<file path="src/rtl/papa_arb_pkg.sv">
// papa_arb_pkg: shared types, limits and helpers for the
// round-robin arbiter that fronts the papa m1 datapath.
package papa_arb_pkg;

  typedef enum logic {
    IDLE = 1'b0,
    BUSY = 1'b1
  } arb_state_t;

  localparam int ARB_MAX_REQ = 16;

  function automatic int arb_idx_w(input int n);
    return (n <= 2) ? 1 : $clog2(n);
  endfunction

endpackage

</file>
<file path="src/rtl/papa_rr_pick.sv">
// papa_rr_pick: combinational rotating-priority picker built as a
// double-width masked priority encoder starting at ptr.
module papa_rr_pick
  import papa_arb_pkg::*;
#(
  parameter int N  = 4,
  parameter int IW = arb_idx_w(N)
) (
  input  logic [N-1:0]  req,
  input  logic [IW-1:0] ptr,
  output logic [N-1:0]  win,
  output logic [IW-1:0] win_id,
  output logic          any
);

  logic [N-1:0]   lo;
  logic [2*N-1:0] dbl;
  logic [IW:0]    idx;

  // Lower copy keeps only bits at or above ptr; upper copy wraps.
  always_comb begin
    lo  = req & ~((N'(1) << ptr) - N'(1));
    dbl = {req, lo};
    idx = '0;
    for (int i = 2*N-1; i >= 0; i--) begin
      if (dbl[i]) begin
        idx = (IW+1)'(i);
      end
    end
    any = |req;
    if (idx >= (IW+1)'(N)) begin
      win_id = IW'(idx - (IW+1)'(N));
    end else begin
      win_id = IW'(idx);
    end
    win = any ? (N'(1) << win_id) : '0;
  end

endmodule

</file>
<file path="src/rtl/papa_rr_arb.sv">
// papa_rr_arb: round-robin grant sequencer for the shared m1 resource.
// Optional grant timeout is compiled in with PAPA_ARB_TIMEOUT_EN.
module papa_rr_arb
  import papa_arb_pkg::*;
#(
  parameter int N_REQ  = 4,
  parameter int TO_CYC = 64
) (
  input  logic                     clk,
  input  logic                     rst,
  input  logic [N_REQ-1:0]         req,
  input  logic                     done,
  output logic [N_REQ-1:0]         gnt,
  output logic                     gnt_vld,
  output logic [$clog2(N_REQ)-1:0] gnt_id,
  output logic                     busy,
  output logic                     to_err
);

  localparam int IW = arb_idx_w(N_REQ);

  arb_state_t      state;
  logic [IW-1:0]   ptr;
  logic [N_REQ-1:0] win;
  logic [IW-1:0]   win_id;
  logic            any;
  logic            to_hit;
  logic            rel;
  logic            arb_en;
  logic [IW-1:0]   ptr_nxt;

  papa_rr_pick #(
    .N  (N_REQ),
    .IW (IW)
  ) u_pick (
    .req    (req),
    .ptr    (ptr),
    .win    (win),
    .win_id (win_id),
    .any    (any)
  );

  // Release on done or expiry; arbitrate when idle or releasing.
  always_comb begin
    rel     = (state == BUSY) && (done || to_hit);
    arb_en  = (state == IDLE) || rel;
    ptr_nxt = (win_id == IW'(N_REQ-1)) ? '0 : win_id + IW'(1);
  end

  // Grant FSM with registered grant, id and pointer.
  always_ff @(posedge clk) begin
    if (rst) begin
      state   <= IDLE;
      ptr     <= '0;
      gnt     <= '0;
      gnt_vld <= 1'b0;
      gnt_id  <= '0;
    end else if (arb_en) begin
      if (any) begin
        state   <= BUSY;
        gnt     <= win;
        gnt_vld <= 1'b1;
        gnt_id  <= win_id;
        ptr     <= ptr_nxt;
      end else begin
        state   <= IDLE;
        gnt     <= '0;
        gnt_vld <= 1'b0;
      end
    end
  end

  assign busy = (state == BUSY);

`ifdef PAPA_ARB_TIMEOUT_EN
  logic [15:0] cnt;

  assign to_hit = (state == BUSY) && !done &&
                  (cnt == 16'(TO_CYC-1));

  // Cycles since grant; cleared at every arbitration point.
  always_ff @(posedge clk) begin
    if (rst) begin
      cnt <= '0;
    end else if (arb_en) begin
      cnt <= '0;
    end else begin
      cnt <= cnt + 16'd1;
    end
  end

  // One-cycle error pulse aligned with the forced release edge.
  always_ff @(posedge clk) begin
    if (rst) begin
      to_err <= 1'b0;
    end else begin
      to_err <= to_hit;
    end
  end
`else
  assign to_hit = 1'b0;
  assign to_err = 1'b0;
`endif

endmodule

</file>
<file path="config.mk">
export PLATFORM = sky130hd
export DESIGN_NAME = papa_rr_arb
export DESIGN_NICKNAME = d
export VERILOG_FILES = /design/src/rtl/papa_arb_pkg.sv /design/src/rtl/papa_rr_pick.sv /design/src/rtl/papa_rr_arb.sv
export SDC_FILE = /design/constraint.sdc
export NUM_CORES = 1
export LEC_CHECK = 0
export BUFFER_PORTS_ARGS = -buffer_cell sky130_fd_sc_hd__clkbuf_2
export CAP_MARGIN = 20
export CORE_AREA = 2 2 39 41
export DETAILED_ROUTE_END_ITERATION = 16
export DIE_AREA = 0 0 41 43
export GPL_TIMING_DRIVEN = 1
export PLACE_DENSITY = 0.71
export SLEW_MARGIN = 20
export SYNTH_ARGS = -nofsm -noshare
export SYNTH_HDL_FRONTEND = slang
export SYNTH_SLANG_ARGS = --single-unit
</file>
<file path="constraint.sdc">
create_clock -name clk -period 2.1 [get_ports clk]
set_clock_uncertainty 0.05 [all_clocks]
set_input_delay 0.42 -clock clk [delete_from_list [all_inputs] [get_ports clk]]
set_output_delay 0.42 -clock clk [all_outputs]
set_load 0.05 [all_outputs]
</file>
# Word-level counts from Yosys, hierarchy flattened
# Cells that the tools add are included.
dict set report word_totals {
  word_cells 30
  out_inout_bits 9
  ff_bits 9
  inputBits 7
}
dict set report classes {
  n_bitwise 3
  reduce_logical 4
  n_eq_ne 1
  addsub 3
  shift 2
  n_lt_le_gt_ge 1
  n_mux 12
}
# operator n
set op_table {}
lappend op_table {{two-way mux 3 bit} 8}
lappend op_table {{<< shifter 1 x 2 -> 4 bit (first input constant)} 2}
lappend op_table {{bitwise AND 4 bit} 1}
lappend op_table {{two-way mux 2 bit} 2}
lappend op_table {{two-way mux 4 bit} 1}
lappend op_table {{inverter 4 bit} 1}
lappend op_table {{OR reduction 4 bit} 1}
lappend op_table {{subtractor 4 x 1 -> 4 bit (second input constant)} 1}
lappend op_table {{greater-or-equal comparator 3 bit (second input constant)} 1}
lappend op_table {{adder 2 x 1 -> 2 bit (second input constant)} 1}
lappend op_table {{equality test 2 bit (second input constant)} 1}
lappend op_table {{AND reduction 2 bit} 1}
lappend op_table {{subtractor 2 x 1 -> 2 bit (second input constant)} 1}
lappend op_table {{logical AND 1 bit} 1}
lappend op_table {{logical OR 1 bit} 1}
lappend op_table {{two-way mux 1 bit} 1}
lappend op_table {{inverter 1 bit} 1}

# Longest topological paths before layout
dict set report logic_depth {
  depth_word 12
  mapped_depth 6
  mapped_depth_nobuf 6
}

# By module
# A second synthesis with hierarchy kept.
dict set report unflattened {
  cells_unflattened 76
  hier_area_um2 584.3
}
# mod area_each_um2 cells_per_inst n_inst seq_area_each_um2
set modules_own_cells {}
lappend modules_own_cells {papa_rr_arb 376.6 45 1 180.2}
lappend modules_own_cells {papa_rr_pick 207.7 31 1 0.0}

# Least setup slack after synthesis
# OpenSTA, ideal clock, no wires.
dict set report synth_path {
  kind {input port to flip-flop}
  from {input req[1]}
  to {register ptr[1]}
  n_path_buf 0
  arrival_time_ps 1466
  setup_ps 118
  setup_slack_ps 466
  path_stages 6
  required_ps 1932
  path_cell_list {and2b_2 -> nor2b_1 -> or2_2 -> ha_1 -> nand3_1 -> a21oi_1}
}
dict set report synth_between {
  elab_chain_cells 10
  elab_cells_between_ends 15
  classes_between {add/sub (2); order compare (1); eq/ne (1); mux (8); bitwise (1); reduce/logical (2)}
}
# element line
set synth_rtl {}
lappend synth_rtl {{start: declaration} papa_rr_arb.sv:11} ;# input logic [N_REQ-1:0] req,
lappend synth_rtl {{two-way mux 3 bit (4 in series)} papa_rr_pick.sv:26} ;# if (dbl[i]) begin
lappend synth_rtl {{two-way mux 3 bit (*) (2 in series)} papa_rr_pick.sv:26}
lappend synth_rtl {{greater-or-equal comparator 3 bit or subtractor 2 x 1 -> 2 bit (tied branches)} {papa_rr_pick.sv:31, papa_rr_pick.sv:32}}
lappend synth_rtl {{two-way mux 2 bit (*)} papa_rr_pick.sv:31} ;# if (idx >= (IW+1)'(N)) begin
lappend synth_rtl {{adder 2 x 1 -> 2 bit or equality test 2 bit (tied branches)} papa_rr_arb.sv:47} ;# ptr_nxt = (win_id == IW'(N_REQ-1)) ? '0 : win_id + IW'(1);
lappend synth_rtl {{two-way mux 2 bit (*)} papa_rr_arb.sv:47}
lappend synth_rtl {{via ptr_nxt[1]} papa_rr_arb.sv:30} ;# logic [IW-1:0] ptr_nxt;
lappend synth_rtl {{end signal: assignment} papa_rr_arb.sv:64} ;# ptr <= ptr_nxt;
lappend synth_rtl {{end: declaration} papa_rr_arb.sv:23} ;# logic [IW-1:0] ptr;
# Mark *: on every way through the listed nets, which the timed path passes. The rest lies on a longest branch.
# A chain may end at the register's enable or synchronous reset.

# Worst setup path after layout
dict set report layout_path {
  from {register ptr[1]}
  to {register ptr[1]}
}
dict set report layout_between {
  elab_chain_cells 12
  elab_cells_between_ends 14
  classes_between {add/sub (3); order compare (1); eq/ne (1); shift (1); mux (6); bitwise (2)}
}
# element line
set layout_rtl {}
lappend layout_rtl {{<< shifter 1 x 2 -> 4 bit (*)} papa_rr_pick.sv:22} ;# lo = req & ~((N'(1) << ptr) - N'(1));
lappend layout_rtl {{subtractor 4 x 1 -> 4 bit (*)} papa_rr_pick.sv:22}
lappend layout_rtl {{inverter 4 bit (*)} papa_rr_pick.sv:22}
lappend layout_rtl {{bitwise AND 4 bit (*)} papa_rr_pick.sv:22}
lappend layout_rtl {{two-way mux 3 bit (3 in series)} papa_rr_pick.sv:26}
lappend layout_rtl {{two-way mux 3 bit (*)} papa_rr_pick.sv:26}
lappend layout_rtl {{greater-or-equal comparator 3 bit or subtractor 2 x 1 -> 2 bit (tied branches)} {papa_rr_pick.sv:31, papa_rr_pick.sv:32}}
lappend layout_rtl {{two-way mux 2 bit (*)} papa_rr_pick.sv:31}
lappend layout_rtl {{adder 2 x 1 -> 2 bit or equality test 2 bit (tied branches)} papa_rr_arb.sv:47}
lappend layout_rtl {{two-way mux 2 bit (*)} papa_rr_arb.sv:47}
lappend layout_rtl {{via ptr_nxt[1]} papa_rr_arb.sv:30}
# Marks and branches as above.

==> run metrics <==
status=finished clean; layout cell share with drive strength beyond 1=31.6%; FILL cells=154; worst r2r src=ptr[1]; Final HPWL DP=765 µm; Synth area leaders=dfxtp_1, ha_1, a21oi_1, nand3_1, buf_4; Worst-Skew Late Latency=0.25 ns; Sw Pwr=0.000175 W; Hold Crit Depth=2; DRT Pass-1 Iters=4; gr usage total=13.2%; Die H=43 µm; Placer Congestion=0.890; Num CTS Buffers=3; vias in the first global route=417; post-DR vias/cell=5.11; GRT overflow=0; critical path arrival=1.79 ns; Register-to-Register Path Depth=6; Die Width=41 µm; IO Port Bufs=14; yosys warns=0; PwrDens=788 nW/µm²; # nets final=88; sequential fraction of the synthesis area=34.3%; CTS Hold Buffers Added=0; post-synth top area share=34.3%; Worst slew margin=64.1%; Clock Pin Slew Worst Setup and Hold Paths=0.06 ns; hold path start=gnt[3]; Synth area leader=dfxtp_1; commonest cells after routing, fill and taps aside=clkbuf_2, dfxtp_1, a21oi_1; Sw Ratio=35.9%; full die area=1760 µm²; Cell variety after synth=28; peak supply drop=276 µV; Synth Net Count=73; RSZ-0062 raised after global routing=no; first-pass GRT wire length=1.58 mm; TritonCTS clock tree=yes; synthesized area=526 µm²; ANT cells=0; final hold vios=0; Worst R2R Setup Slack=0.41 ns; Logic pwr share=32.0%; Post-Route WL=986 µm; sequential power share=41.5%; Leak=0.281 nW; area grow syn2layout=17.6%; fin. max-slew vios=0; FF+latch count, synth=9; Initial DRC Count=18; post-route ant nets=0; DRC errors left=0; CP endpoint kind=flip-flop; Setup-failing EPs final=0; starting density of the core=38.0%; Row Count=14; via count=470; IO Count=16; Hold EP=gnt[3]; Post-Synthesis Cells=62; worst hold margin=0.399 ns; critical path type=reg -> reg; max-cap check violation count=0; largest net degree at the start of global routing=10; Worst Path Max Fanout=6; initial antenna violation count=0; Final period util=80.7%; internal power=0.000312 W; core box area=1380 µm²; clk root buf=clkbuf_4; commonest non-fill, non-tap cell in the layout=clkbuf_2; startpoint types=flip-flop; clock network fraction of design power=26.5%; achievable frequency=590 MHz; CTS Sinks=9; setup TNS=0 ns; Worst Path Required=2.19 ns; Max Root-Sink Buffers=2; post-layout min period=1.69 ns; Hold Crit Class=reg -> reg; worst-margin pin slew=0.537 ns; WL/cell=10.7 µm; Reg2Reg Capture Point=ptr[1]; Resize count post-CTS=0; setup bufs post-CTS=0; Avg Cell Area, Syn=8.48 µm²; H-tree depth=1
registers in the layout, indices dropped and copies added (netlist names):
name and count:
gnt 4, gnt_id 2, ptr 2, busy 1
power by group through the flow:
| stage | clock (W) | sequential [W] | combinational (W) |
|---|---|---|---|
| 3_5_place_dp | 0 | 0.000206 | 0.000157 |
| 5_1_grt | 0.000143 | 0.000205 | 0.000172 |
| 4_1_cts | 0.000137 | 0.000202 | 0.000157 |
| 3_3_place_gp | 0 | 0.000206 | 0.000155 |
| 2_1_floorplan | 0 | 0.000248 | 0.0000822 |
| 6_report | 0.000129 | 0.000202 | 0.000156 |
synthesized netlist by cell type:
cell type  number
o22ai_1         1
or2b_4          1
o211ai_1        2
mux2i_1         1
dfxtp_1         9
or4_1           1
or2_2           2
nor2_1          2
and2b_2         1
nand2_1         5
nand3_1         5
o311a_2         1
nor2b_1         2
buf_4           3
conb_1          1
clkbuf_1        1
buf_2           1
ha_1            4
inv_1           3
a221oi_1        1
nand2b_1        1
nor4_1          1
a21oi_1         7
o41ai_1         2
o21ai_0         1
o21ai_1         1
nand2_4         1
a21boi_0        1
layout make-up:
class | instances | area, µm² | share of cell area (%)
multi-input combinational | 45 | 303 | 49.0
sequential | 9 | 180 | 29.1
timing repair buffer | 15 | 77.6 | 12.6
clock buffer | 4 | 26.3 | 4.25
tap | 16 | 20.0 | 3.24
inverter | 3 | 11.3 | 1.82
layer usage:
metal	up-vias	GRT usage (%)	share of wire, %
li1	245	-	-
met1	212	15.1	43
met2	13	20.0	51
met3	0	7.85	6.1
met4	0	4.00	0
met5	-	0	0
worst max path at each step:
stage | to | cells past startpoint | from
floorplan | ptr[1] | 6 | req[1]
global placement | ptr[1] | 7 | req[1]
global route | ptr[1] | 6 | ptr[1]
finish | ptr[1] | 6 | ptr[1]
CTS | ptr[1] | 6 | ptr[1]
detailed placement | ptr[1] | 7 | req[1]
worst max-delay path: stages (launching register included):
cell and delay [ns]:
dfxtp_1 0.43, mux2i_1 0.20, o22ai_1 0.15, or2_2 0.32, ha_1 0.30, nand3_1 0.07
a21oi_1 0.06
per-stage QoR:
stage	setup WS (ns)	total power, W	utilization, %	instance area, µm²	cells
finish	0.405	0.000487	44.7	618	92
global route	0.298	0.000521	44.7	618	92
CTS	0.404	0.000496	44.7	618	92
detailed placement	0.230	0.000362	42.8	592	88
global placement	0.272	0.000360	42.8	592	88
floorplan	0.466	0.000330	-	526	62
kinds of logic after synthesis:
logic type	synth area share (%)
and+or+nand+nor	24.3
AOI/OAI and AO/OA	21.2
DFF	34.3
buffers and inverters	8.09
adders and majority gates	9.52
muxes	1.90
other	0.714
Note: power is estimated with default switching activity, not from simulation.
